[src/rtl/exc_pkg.sv]
// Shared definitions for the MEM-stage exception controller: flag bit indices,
// ExcCode values, NPC entry selector, FSM states and the CP0 commit record.
package exc_pkg;

    localparam int EXC_IF_ADEL     = 0;
    localparam int EXC_IF_REFILL   = 1;
    localparam int EXC_IF_TLB_INV  = 2;
    localparam int EXC_RI          = 3;
    localparam int EXC_OV          = 4;
    localparam int EXC_TR          = 5;
    localparam int EXC_SYS         = 6;
    localparam int EXC_BP          = 7;
    localparam int EXC_ERET        = 8;
    localparam int EXC_MEM_ADEL    = 9;
    localparam int EXC_ADES        = 10;
    localparam int EXC_TLBL_REFILL = 11;
    localparam int EXC_TLBS_REFILL = 12;
    localparam int EXC_TLBL_INV    = 13;
    localparam int EXC_TLBS_INV    = 14;
    localparam int EXC_MOD         = 15;
    localparam int EXC_FIXED_NUM   = 16;

    localparam logic [4:0] CODE_INT  = 5'd0;
    localparam logic [4:0] CODE_MOD  = 5'd1;
    localparam logic [4:0] CODE_TLBL = 5'd2;
    localparam logic [4:0] CODE_TLBS = 5'd3;
    localparam logic [4:0] CODE_ADEL = 5'd4;
    localparam logic [4:0] CODE_ADES = 5'd5;
    localparam logic [4:0] CODE_SYS  = 5'd8;
    localparam logic [4:0] CODE_BP   = 5'd9;
    localparam logic [4:0] CODE_RI   = 5'd10;
    localparam logic [4:0] CODE_OV   = 5'd12;
    localparam logic [4:0] CODE_TR   = 5'd13;

    typedef enum logic [2:0] {
        ENTRY_NONE    = 3'd0,
        ENTRY_EXC     = 3'd1,
        ENTRY_REFILL  = 3'd2,
        ENTRY_ERET    = 3'd3,
        ENTRY_REFETCH = 3'd4
    } entry_sel_e;

    typedef enum logic [1:0] {
        ST_IDLE   = 2'd0,
        ST_COMMIT = 2'd1,
        ST_DRAIN  = 2'd2
    } exc_state_e;

    typedef struct packed {
        logic [4:0]  code;
        logic [31:0] epc;
        logic        bd;
        logic [31:0] badvaddr;
        logic        badv_we;
        logic        eret;
    } exc_record_t;

    // ERET carries no ExcCode; it reports 0 alongside the eret flag.
    function automatic logic [4:0] fixed_code(input int idx);
        case (idx)
            EXC_IF_ADEL, EXC_MEM_ADEL:                       fixed_code = CODE_ADEL;
            EXC_IF_REFILL, EXC_IF_TLB_INV,
            EXC_TLBL_REFILL, EXC_TLBL_INV:                   fixed_code = CODE_TLBL;
            EXC_TLBS_REFILL, EXC_TLBS_INV:                   fixed_code = CODE_TLBS;
            EXC_RI:                                          fixed_code = CODE_RI;
            EXC_OV:                                          fixed_code = CODE_OV;
            EXC_TR:                                          fixed_code = CODE_TR;
            EXC_SYS:                                         fixed_code = CODE_SYS;
            EXC_BP:                                          fixed_code = CODE_BP;
            EXC_ADES:                                        fixed_code = CODE_ADES;
            EXC_MOD:                                         fixed_code = CODE_MOD;
            default:                                         fixed_code = CODE_INT;
        endcase
    endfunction

endpackage

[src/rtl/exception_ctrl_if.sv]
// Pipeline/CP0 side bundle of the exception controller; master drives the MEM
// stage and CP0 state, slave is the controller itself.
interface exception_ctrl_if #(
    parameter int NUM_EXC = 16,
    parameter int HW_INT  = 6
);
    logic               mem_valid;
    logic               mem_stall;
    logic [31:0]        mem_pc;
    logic               mem_bd;
    logic [31:0]        mem_badvaddr;
    logic [NUM_EXC-1:0] mem_exc_vec;
    logic [HW_INT-1:0]  hw_int_async;
    logic [1:0]         cp0_ip_sw;
    logic [7:0]         cp0_im;
    logic               cp0_exl;
    logic               cp0_ie;
    logic               cp0_ack;
    logic               commit_valid;
    logic [4:0]         commit_code;
    logic [31:0]        commit_epc;
    logic               commit_bd;
    logic [31:0]        commit_badvaddr;
    logic               commit_badv_we;
    logic               commit_eret;
    logic               flush_id;
    logic               flush_exe;
    logic               flush_mem;
    logic               regwr_kill;
    logic [2:0]         entry_sel;
    logic [HW_INT-1:0]  hw_int_sync;
    logic               int_pending;
    logic [31:0]        perf_exc_cnt;
    logic [31:0]        perf_int_cnt;

    modport master (
        output mem_valid, mem_stall, mem_pc, mem_bd, mem_badvaddr, mem_exc_vec,
               hw_int_async, cp0_ip_sw, cp0_im, cp0_exl, cp0_ie, cp0_ack,
        input  commit_valid, commit_code, commit_epc, commit_bd, commit_badvaddr,
               commit_badv_we, commit_eret, flush_id, flush_exe, flush_mem,
               regwr_kill, entry_sel, hw_int_sync, int_pending, perf_exc_cnt,
               perf_int_cnt
    );

    modport slave (
        input  mem_valid, mem_stall, mem_pc, mem_bd, mem_badvaddr, mem_exc_vec,
               hw_int_async, cp0_ip_sw, cp0_im, cp0_exl, cp0_ie, cp0_ack,
        output commit_valid, commit_code, commit_epc, commit_bd, commit_badvaddr,
               commit_badv_we, commit_eret, flush_id, flush_exe, flush_mem,
               regwr_kill, entry_sel, hw_int_sync, int_pending, perf_exc_cnt,
               perf_int_cnt
    );
endinterface

[src/rtl/exception_ctrl_int_sync.sv]
// Per-line multi-flop synchroniser for the asynchronous hardware interrupt inputs.
module int_sync #(
    parameter int WIDTH  = 6,
    parameter int STAGES = 2
) (
    input  logic             clk,
    input  logic             rst,
    input  logic [WIDTH-1:0] async_i,
    output logic [WIDTH-1:0] sync_o
);
    for (genvar gi = 0; gi < WIDTH; gi++) begin : g_line
        logic [STAGES-1:0] chain_q;

        always_ff @(posedge clk or posedge rst) begin
            if (rst) begin
                chain_q <= '0;
            end else begin
                chain_q <= {chain_q[STAGES-2:0], async_i[gi]};
            end
        end

        assign sync_o[gi] = chain_q[STAGES-1];
    end
endmodule

[src/rtl/exception_ctrl.sv]
// MEM-stage exception controller: picks the winning exception, flushes the pipe,
// hands a commit record to CP0 and holds the flush for a drain window.
// Optional event counters are built when EXC_PERF_CNT_EN is defined.
module exception_ctrl
    import exc_pkg::*;
#(
    parameter int         NUM_EXC      = 16,
    parameter int         HW_INT       = 6,
    parameter int         SYNC_STAGES  = 2,
    parameter int         FLUSH_CYCLES = 2,
    parameter logic [4:0] EXT_EXC_CODE = 5'h1E
) (
    input logic             clk,
    input logic             rst,
    exception_ctrl_if.slave bus
);
    localparam bit HAS_REFETCH = (NUM_EXC > EXC_FIXED_NUM);
    localparam int REFETCH_IDX = NUM_EXC - 1;
    localparam int CNT_W       = (FLUSH_CYCLES > 1) ? $clog2(FLUSH_CYCLES) : 1;
    localparam logic [CNT_W-1:0] CNT_LOAD = CNT_W'(FLUSH_CYCLES - 1);

    exc_state_e        state_q;
    logic [CNT_W-1:0]  cnt_q;
    exc_record_t       rec_q;
    exc_record_t       rec_d;
    entry_sel_e        win_entry;
    logic              refetch_win;
    logic              any_exc;
    int                win_idx;
    logic [HW_INT-1:0] hw_sync;
    logic [7:0]        ip_all;
    logic              int_pending;
    logic              take;

    int_sync #(.WIDTH(HW_INT), .STAGES(SYNC_STAGES)) u_int_sync (
        .clk     (clk),
        .rst     (rst),
        .async_i (bus.hw_int_async),
        .sync_o  (hw_sync)
    );

    assign ip_all      = 8'({hw_sync, bus.cp0_ip_sw});
    assign int_pending = (|(ip_all & bus.cp0_im)) & ~bus.cp0_exl & bus.cp0_ie;

    // Descending scan so the lowest set index (highest priority) wins.
    always_comb begin
        any_exc = 1'b0;
        win_idx = 0;
        for (int i = NUM_EXC - 1; i >= 0; i--) begin
            if (bus.mem_exc_vec[i]) begin
                any_exc = 1'b1;
                win_idx = i;
            end
        end
    end

    always_comb begin
        rec_d       = '0;
        rec_d.epc   = bus.mem_bd ? (bus.mem_pc - 32'd4) : bus.mem_pc;
        rec_d.bd    = bus.mem_bd;
        win_entry   = ENTRY_EXC;
        refetch_win = 1'b0;
        if (int_pending) begin
            rec_d.code = CODE_INT;
        end else if (HAS_REFETCH && win_idx == REFETCH_IDX) begin
            win_entry   = ENTRY_REFETCH;
            refetch_win = 1'b1;
        end else if (win_idx < EXC_FIXED_NUM) begin
            rec_d.code = fixed_code(win_idx);
            if (win_idx == EXC_IF_REFILL || win_idx == EXC_TLBL_REFILL ||
                win_idx == EXC_TLBS_REFILL) begin
                win_entry = ENTRY_REFILL;
            end else if (win_idx == EXC_ERET) begin
                win_entry  = ENTRY_ERET;
                rec_d.eret = 1'b1;
            end
            if (win_idx <= EXC_IF_TLB_INV) begin
                rec_d.badv_we  = 1'b1;
                rec_d.badvaddr = bus.mem_pc;
            end else if (win_idx >= EXC_MEM_ADEL) begin
                rec_d.badv_we  = 1'b1;
                rec_d.badvaddr = bus.mem_badvaddr;
            end
        end else begin
            rec_d.code = EXT_EXC_CODE;
        end
    end

    assign take = (state_q == ST_IDLE) & bus.mem_valid & ~bus.mem_stall &
                  (int_pending | any_exc);

    always_ff @(posedge clk or posedge rst) begin
        if (rst) begin
            state_q <= ST_IDLE;
            cnt_q   <= '0;
            rec_q   <= '0;
        end else begin
            case (state_q)
                ST_IDLE: begin
                    if (take) begin
                        rec_q <= rec_d;
                        if (refetch_win) begin
                            state_q <= ST_DRAIN;
                            cnt_q   <= CNT_LOAD;
                        end else begin
                            state_q <= ST_COMMIT;
                        end
                    end
                end
                ST_COMMIT: begin
                    if (bus.cp0_ack) begin
                        state_q <= ST_DRAIN;
                        cnt_q   <= CNT_LOAD;
                    end
                end
                ST_DRAIN: begin
                    if (cnt_q == '0) begin
                        state_q <= ST_IDLE;
                    end else begin
                        cnt_q <= cnt_q - 1'b1;
                    end
                end
                default: state_q <= ST_IDLE;
            endcase
        end
    end

    assign bus.commit_valid    = (state_q == ST_COMMIT);
    assign bus.commit_code     = rec_q.code;
    assign bus.commit_epc      = rec_q.epc;
    assign bus.commit_bd       = rec_q.bd;
    assign bus.commit_badvaddr = rec_q.badvaddr;
    assign bus.commit_badv_we  = rec_q.badv_we;
    assign bus.commit_eret     = rec_q.eret;
    assign bus.flush_id        = take | (state_q != ST_IDLE);
    assign bus.flush_exe       = take | (state_q != ST_IDLE);
    assign bus.flush_mem       = take | (state_q != ST_IDLE);
    assign bus.regwr_kill      = take | (state_q != ST_IDLE);
    assign bus.entry_sel       = take ? win_entry : ENTRY_NONE;
    assign bus.hw_int_sync     = hw_sync;
    assign bus.int_pending     = int_pending;

`ifdef EXC_PERF_CNT_EN
    logic [31:0] perf_exc_q;
    logic [31:0] perf_int_q;

    always_ff @(posedge clk or posedge rst) begin
        if (rst) begin
            perf_exc_q <= '0;
            perf_int_q <= '0;
        end else if (take) begin
            if (int_pending) perf_int_q <= perf_int_q + 32'd1;
            else             perf_exc_q <= perf_exc_q + 32'd1;
        end
    end

    assign bus.perf_exc_cnt = perf_exc_q;
    assign bus.perf_int_cnt = perf_int_q;
`else
    assign bus.perf_exc_cnt = '0;
    assign bus.perf_int_cnt = '0;
`endif

endmodule

[src/flat_wrapper.sv]
// flat-port wrapper written by rule: the top's interface ports become plain ports
module exception_ctrl_flat import exc_pkg::*;
#(
    parameter int         NUM_EXC      = 16,
    parameter int         HW_INT       = 6,
    parameter int         SYNC_STAGES  = 2,
    parameter int         FLUSH_CYCLES = 2,
    parameter logic [4:0] EXT_EXC_CODE = 5'h1E
)
  (clk, rst, bus_mem_valid, bus_mem_stall, bus_mem_pc, bus_mem_bd, bus_mem_badvaddr, bus_mem_exc_vec, bus_hw_int_async, bus_cp0_ip_sw, bus_cp0_im, bus_cp0_exl, bus_cp0_ie, bus_cp0_ack, bus_commit_valid, bus_commit_code, bus_commit_epc, bus_commit_bd, bus_commit_badvaddr, bus_commit_badv_we, bus_commit_eret, bus_flush_id, bus_flush_exe, bus_flush_mem, bus_regwr_kill, bus_entry_sel, bus_hw_int_sync, bus_int_pending, bus_perf_exc_cnt, bus_perf_int_cnt);
  exception_ctrl_if #(.NUM_EXC(NUM_EXC), .HW_INT(HW_INT)) bus_i ();
  input logic clk;
  input logic rst;
  input wire logic [$bits(bus_i.mem_valid)-1:0] bus_mem_valid;
  input wire logic [$bits(bus_i.mem_stall)-1:0] bus_mem_stall;
  input wire logic [$bits(bus_i.mem_pc)-1:0] bus_mem_pc;
  input wire logic [$bits(bus_i.mem_bd)-1:0] bus_mem_bd;
  input wire logic [$bits(bus_i.mem_badvaddr)-1:0] bus_mem_badvaddr;
  input wire logic [$bits(bus_i.mem_exc_vec)-1:0] bus_mem_exc_vec;
  input wire logic [$bits(bus_i.hw_int_async)-1:0] bus_hw_int_async;
  input wire logic [$bits(bus_i.cp0_ip_sw)-1:0] bus_cp0_ip_sw;
  input wire logic [$bits(bus_i.cp0_im)-1:0] bus_cp0_im;
  input wire logic [$bits(bus_i.cp0_exl)-1:0] bus_cp0_exl;
  input wire logic [$bits(bus_i.cp0_ie)-1:0] bus_cp0_ie;
  input wire logic [$bits(bus_i.cp0_ack)-1:0] bus_cp0_ack;
  output wire logic [$bits(bus_i.commit_valid)-1:0] bus_commit_valid;
  output wire logic [$bits(bus_i.commit_code)-1:0] bus_commit_code;
  output wire logic [$bits(bus_i.commit_epc)-1:0] bus_commit_epc;
  output wire logic [$bits(bus_i.commit_bd)-1:0] bus_commit_bd;
  output wire logic [$bits(bus_i.commit_badvaddr)-1:0] bus_commit_badvaddr;
  output wire logic [$bits(bus_i.commit_badv_we)-1:0] bus_commit_badv_we;
  output wire logic [$bits(bus_i.commit_eret)-1:0] bus_commit_eret;
  output wire logic [$bits(bus_i.flush_id)-1:0] bus_flush_id;
  output wire logic [$bits(bus_i.flush_exe)-1:0] bus_flush_exe;
  output wire logic [$bits(bus_i.flush_mem)-1:0] bus_flush_mem;
  output wire logic [$bits(bus_i.regwr_kill)-1:0] bus_regwr_kill;
  output wire logic [$bits(bus_i.entry_sel)-1:0] bus_entry_sel;
  output wire logic [$bits(bus_i.hw_int_sync)-1:0] bus_hw_int_sync;
  output wire logic [$bits(bus_i.int_pending)-1:0] bus_int_pending;
  output wire logic [$bits(bus_i.perf_exc_cnt)-1:0] bus_perf_exc_cnt;
  output wire logic [$bits(bus_i.perf_int_cnt)-1:0] bus_perf_int_cnt;
  assign bus_i.mem_valid = bus_mem_valid;
  assign bus_i.mem_stall = bus_mem_stall;
  assign bus_i.mem_pc = bus_mem_pc;
  assign bus_i.mem_bd = bus_mem_bd;
  assign bus_i.mem_badvaddr = bus_mem_badvaddr;
  assign bus_i.mem_exc_vec = bus_mem_exc_vec;
  assign bus_i.hw_int_async = bus_hw_int_async;
  assign bus_i.cp0_ip_sw = bus_cp0_ip_sw;
  assign bus_i.cp0_im = bus_cp0_im;
  assign bus_i.cp0_exl = bus_cp0_exl;
  assign bus_i.cp0_ie = bus_cp0_ie;
  assign bus_i.cp0_ack = bus_cp0_ack;
  assign bus_commit_valid = bus_i.commit_valid;
  assign bus_commit_code = bus_i.commit_code;
  assign bus_commit_epc = bus_i.commit_epc;
  assign bus_commit_bd = bus_i.commit_bd;
  assign bus_commit_badvaddr = bus_i.commit_badvaddr;
  assign bus_commit_badv_we = bus_i.commit_badv_we;
  assign bus_commit_eret = bus_i.commit_eret;
  assign bus_flush_id = bus_i.flush_id;
  assign bus_flush_exe = bus_i.flush_exe;
  assign bus_flush_mem = bus_i.flush_mem;
  assign bus_regwr_kill = bus_i.regwr_kill;
  assign bus_entry_sel = bus_i.entry_sel;
  assign bus_hw_int_sync = bus_i.hw_int_sync;
  assign bus_int_pending = bus_i.int_pending;
  assign bus_perf_exc_cnt = bus_i.perf_exc_cnt;
  assign bus_perf_int_cnt = bus_i.perf_int_cnt;
  exception_ctrl #(.NUM_EXC(NUM_EXC), .HW_INT(HW_INT), .SYNC_STAGES(SYNC_STAGES), .FLUSH_CYCLES(FLUSH_CYCLES), .EXT_EXC_CODE(EXT_EXC_CODE)) u_core (.clk(clk), .rst(rst), .bus(bus_i));
endmodule
[config.mk]
export PLATFORM = sky130hd
export DESIGN_NAME = exception_ctrl_flat
export DESIGN_NICKNAME = d
export VERILOG_FILES = /design/src/rtl/exc_pkg.sv /design/src/rtl/exception_ctrl_if.sv /design/src/rtl/exception_ctrl_int_sync.sv /design/src/rtl/exception_ctrl.sv /design/src/flat_wrapper.sv
export SDC_FILE = /design/constraint.sdc
export NUM_CORES = 1
export LEC_CHECK = 0
export ABC_AREA = 1
export BUFFER_PORTS_ARGS = -buffer_cell sky130_fd_sc_hd__buf_2
export CORE_MARGIN = 2
export CORE_UTILIZATION = 45
export CTS_BUF_LIST = sky130_fd_sc_hd__clkbuf_8
export CTS_CLUSTER_DIAMETER = 120
export CTS_CLUSTER_SIZE = 8
export DETAILED_ROUTE_END_ITERATION = 7
export PLACE_DENSITY = 0.79
export REMOVE_ABC_BUFFERS = 1
export SYNTH_ARGS = -nofsm -noshare
export SYNTH_HDL_FRONTEND = slang
export SYNTH_SLANG_ARGS = --single-unit
[constraint.sdc]
create_clock -name clk -period 6.6 [get_ports clk]
set_clock_uncertainty 0.1 [all_clocks]
set_input_delay 1.32 -clock clk [delete_from_list [all_inputs] [get_ports clk]]
set_output_delay 1.32 -clock clk [all_outputs]
set_load 0.02 [all_outputs]
==> flow_metrics.tcl <==
set metrics [dict create \
    ir_drop_mv 0.187 \
    fmax_mhz 222 \
    wl_per_cell_um 13.2 \
    synth_area_sq_um 5290 \
    cts_tree "yes" \
    p_leak_uw 0.00352 \
    initial_core_util 0.461 \
    layout_worst_path_cycle_share 0.684 \
    drv_cap 0 \
    crit_chain "buf_2 > inv_2 > nand2_1 > nand2_1 > nand2_1 > nand2_1 > nand2_1 > nand2_1 > nand2_1 > nand2_1 > nand2_1 > nand2_1 > nand2_1 > nand2_1 > nand2_1 > nand2_1 > nand2_1 > inv_1 > ha_1 > inv_1 > o211ai_1 > nand2_1 > nand2_1 > buf_2" \
    ios 255 \
    slew-limit-headroom 0.287 \
    vias 4672 \
    dpl_cell_area_sq_um 6000 \
    die_w_um 112 \
    drtIter0Drc 402 \
    grt_pass1_wl_mm 21.9 \
    setup_ws_ns 2.09 \
    finalSetupViolCount 0 \
    die_y_um 112 \
    fillCellCount 1143 \
    rsz0062_at_grt "false" \
    instances_no_fill 1021 \
    drc_errors 0 \
    dieArea_sq_um 12600 \
    grt_util_met3 0.0410 \
    max_stage_delay_ns 0.24 \
    crit_buf_inv 5 \
    clockBufferDepth 2 \
    clkPwrFrac 0.182 \
    syn_inst 701 \
    yosys.area.top_type "dfrtp_1" \
    clock-root-buffer "clkbuf_8" \
    rows 39 \
    diodes 0 \
    cts.htree.levels 3 \
    seq_power_share 0.404 \
    p_per_area_nw_per_um2 322 \
    cts_resized 0 \
    yosys-top-cells-area "dfrtp_1 41%, nand2_1 21%, buf_4 11%" \
    drive_gt1_frac 0.279 \
    ant_nets 0 \
    crit_type "in2out" \
    yosys_warnings 0 \
    grt_pass1_vias 4493 \
    power_frac_comb 0.415 \
    drt_pass1_iterations 5 \
    end_kind "output pin" \
    clkSlewWorstSetupHoldPaths_ns 0.08 \
    gr-total-overflow 0 \
    postCtsHoldBufs 0 \
    gp_congestion 0.883 \
    finalHoldViolCount 0 \
    path_max_fanout 5 \
    outcome "finished clean" \
    dp_slack_ns 2.08 \
    final_common_cell "nand2_1" \
    dp_cells 1005 \
    final_area_sq_um 6190 \
    ys_ff_latch 86 \
    avgSynthCellArea_sq_um 7.54 \
    crit_path_frequent_cell "nand2_1" \
    synth_top_area_share 0.407 \
    synthToLayoutAreaGrowth_pct 17.1 \
    final_cell_mix "289 x nand2_1, 188 x buf_2, 86 x dfrtp_1" \
    min_path_type "reg2reg" \
    required_ns 5.18 \
    fin_crit_ns 4.51 \
    power.switching_uw 864 \
    cp_data_arrival_time_ns 3.09 \
    start_kind "primary input" \
    grt.busiest_layer "met2" \
    cp_slowest_cell "o211ai_1" \
    io_buffers 188 \
    synthDistinctLibCells 47 \
    critPathTopFamily "simple AND/OR/NAND/NOR gates" \
    hold_ws_ns 0.253 \
    fin_nets 984 \
    maxSlewViolCount 0 \
    hpwlAfterDp_mm 10.2 \
    p_int_uw 1130 \
    core_area_sq_um 11500 \
    use_met1 0.290 \
    grt_usage 0.216 \
    synth_seq_area_share 0.407 \
    swShare 0.433 \
    antenna_found_initial 1 \
    fin_tns_setup_ns 0 \
    grt.met2_usage 0.349 \
    clock_latency_ns 0.35 \
    vias_per_cell 4.58 \
    numCtsBuffers 9 \
    grt_max_degree 93 \
    routed_wl_mm 13.4 \
    clock_sinks 86 \
    tightest_slew_ns 1.07 \
    postCtsSetupRepairBufs 0 \
]
[registers in the layout, summed over array words and instances, names as in the netlist]
name,flops
u_core.bus.commit_badvaddr,32
u_core.bus.commit_eret,1
u_core.bus.commit_badv_we,1
u_core.u_int_sync.g_line.chain_q,12
u_core.state_q,2
u_core.bus.commit_bd,1
u_core.bus.commit_epc,32
u_core.cnt_q,1
u_core.bus.commit_code,4
[synth_stat cells (all sizes together)]
| cell type | instances |
|---|---|
| xor2 | 16 |
| inv | 45 |
| a221oi | 2 |
| or3 | 1 |
| o211ai | 2 |
| o21ai | 45 |
| clkinv | 1 |
| a22o | 1 |
| nand2 | 294 |
| dfrtp | 86 |
| nand4 | 4 |
| nor3b | 1 |
| a32o | 1 |
| nand3b | 1 |
| xnor2 | 9 |
| conb | 1 |
| buf | 93 |
| o31ai | 1 |
| and3b | 1 |
| a21oi | 2 |
| a31oi | 1 |
| ha | 7 |
| nor2 | 43 |
| nor4 | 1 |
| nand3 | 22 |
| nor3 | 15 |
| or2 | 2 |
| o21bai | 1 |
| clkbuf | 2 |
[power groups by stage]
stage | Sequential [uW] | Clock [uW] | Combinational, uW
6_report | 806 | 362 | 828
5_1_grt | 829 | 400 | 906
4_1_cts | 806 | 374 | 836
3_5_place_dp | 813 | 0 | 835
3_3_place_gp | 809 | 0 | 823
2_1_floorplan | 1040 | 0 | 288
[layout make-up]
cell class                 instances  area (sq um)  area share
multi-input combinational        539          2520       0.408
sequential                        86          2150       0.347
timing repair buffer             191           963       0.156
inverter                          46           181      0.0293
tap                              143           179      0.0289
clock buffer                      11           151      0.0244
clock inverter                     5          41.3     0.00667
[kinds of logic after synthesis]
kind of cell / synth area share
AOI/OAI and AO/OA: 0.0610
xor gates and xnor gates: 0.0414
adders and majority gates: 0.0166
buffers and inverters: 0.163
DFF: 0.407
other: 0.000709
and+or+nand+nor: 0.310
[per-stage QoR]
stage	power (uW)	util
detailed placement	1650	0.523
floorplan	1330	-
CTS	2020	0.540
global placement	1630	0.523
global route	2130	0.540
finish	2000	0.540
[path summary, 6_finish.rpt]
check | start | end | slack, ns | cells after the start
worst max-delay path | bus_mem_exc_vec[14] | bus_entry_sel[1] | 2.09 | 24
worst min-delay path | u_core.u_int_sync.g_line[0].chain_q[0] | u_core.u_int_sync.g_line[0].chain_q[1] | 0.25 | 0
worst max register to register | u_core.u_int_sync.g_line[3].chain_q[1] | u_core.bus.commit_epc[25] | 3.83 | 11
worst min register to register | u_core.u_int_sync.g_line[0].chain_q[0] | u_core.u_int_sync.g_line[0].chain_q[1] | 0.25 | 0
max in group asynchronous | rst | u_core.bus.commit_epc[2] | 4.52 | 3
min in group asynchronous | rst | u_core.bus.commit_badvaddr[15] | 1.20 | 3
[worst register-to-register path, cell delays in order, from the launching register on]
cell,delay (ns)
dfrtp_1,0.40
nand2_1,0.07
nand2_1,0.05
a221oi_1,0.26
nand2_1,0.09
nand2_1,0.17
nand3_1,0.15
nand2_4,0.19
buf_4,0.69
inv_1,0.29
nand3_1,0.16
nand2_1,0.06
[routing by layer]
metal,wire [um],share of wire,vias to the layer above
met4,403,0.030,2
met3,738,0.055,30
met2,6400,0.48,174
met5,13,0.00097,-
li1,-,-,2380
met1,5890,0.44,2086
No activity file was read; power rests on OpenSTA's default activity.
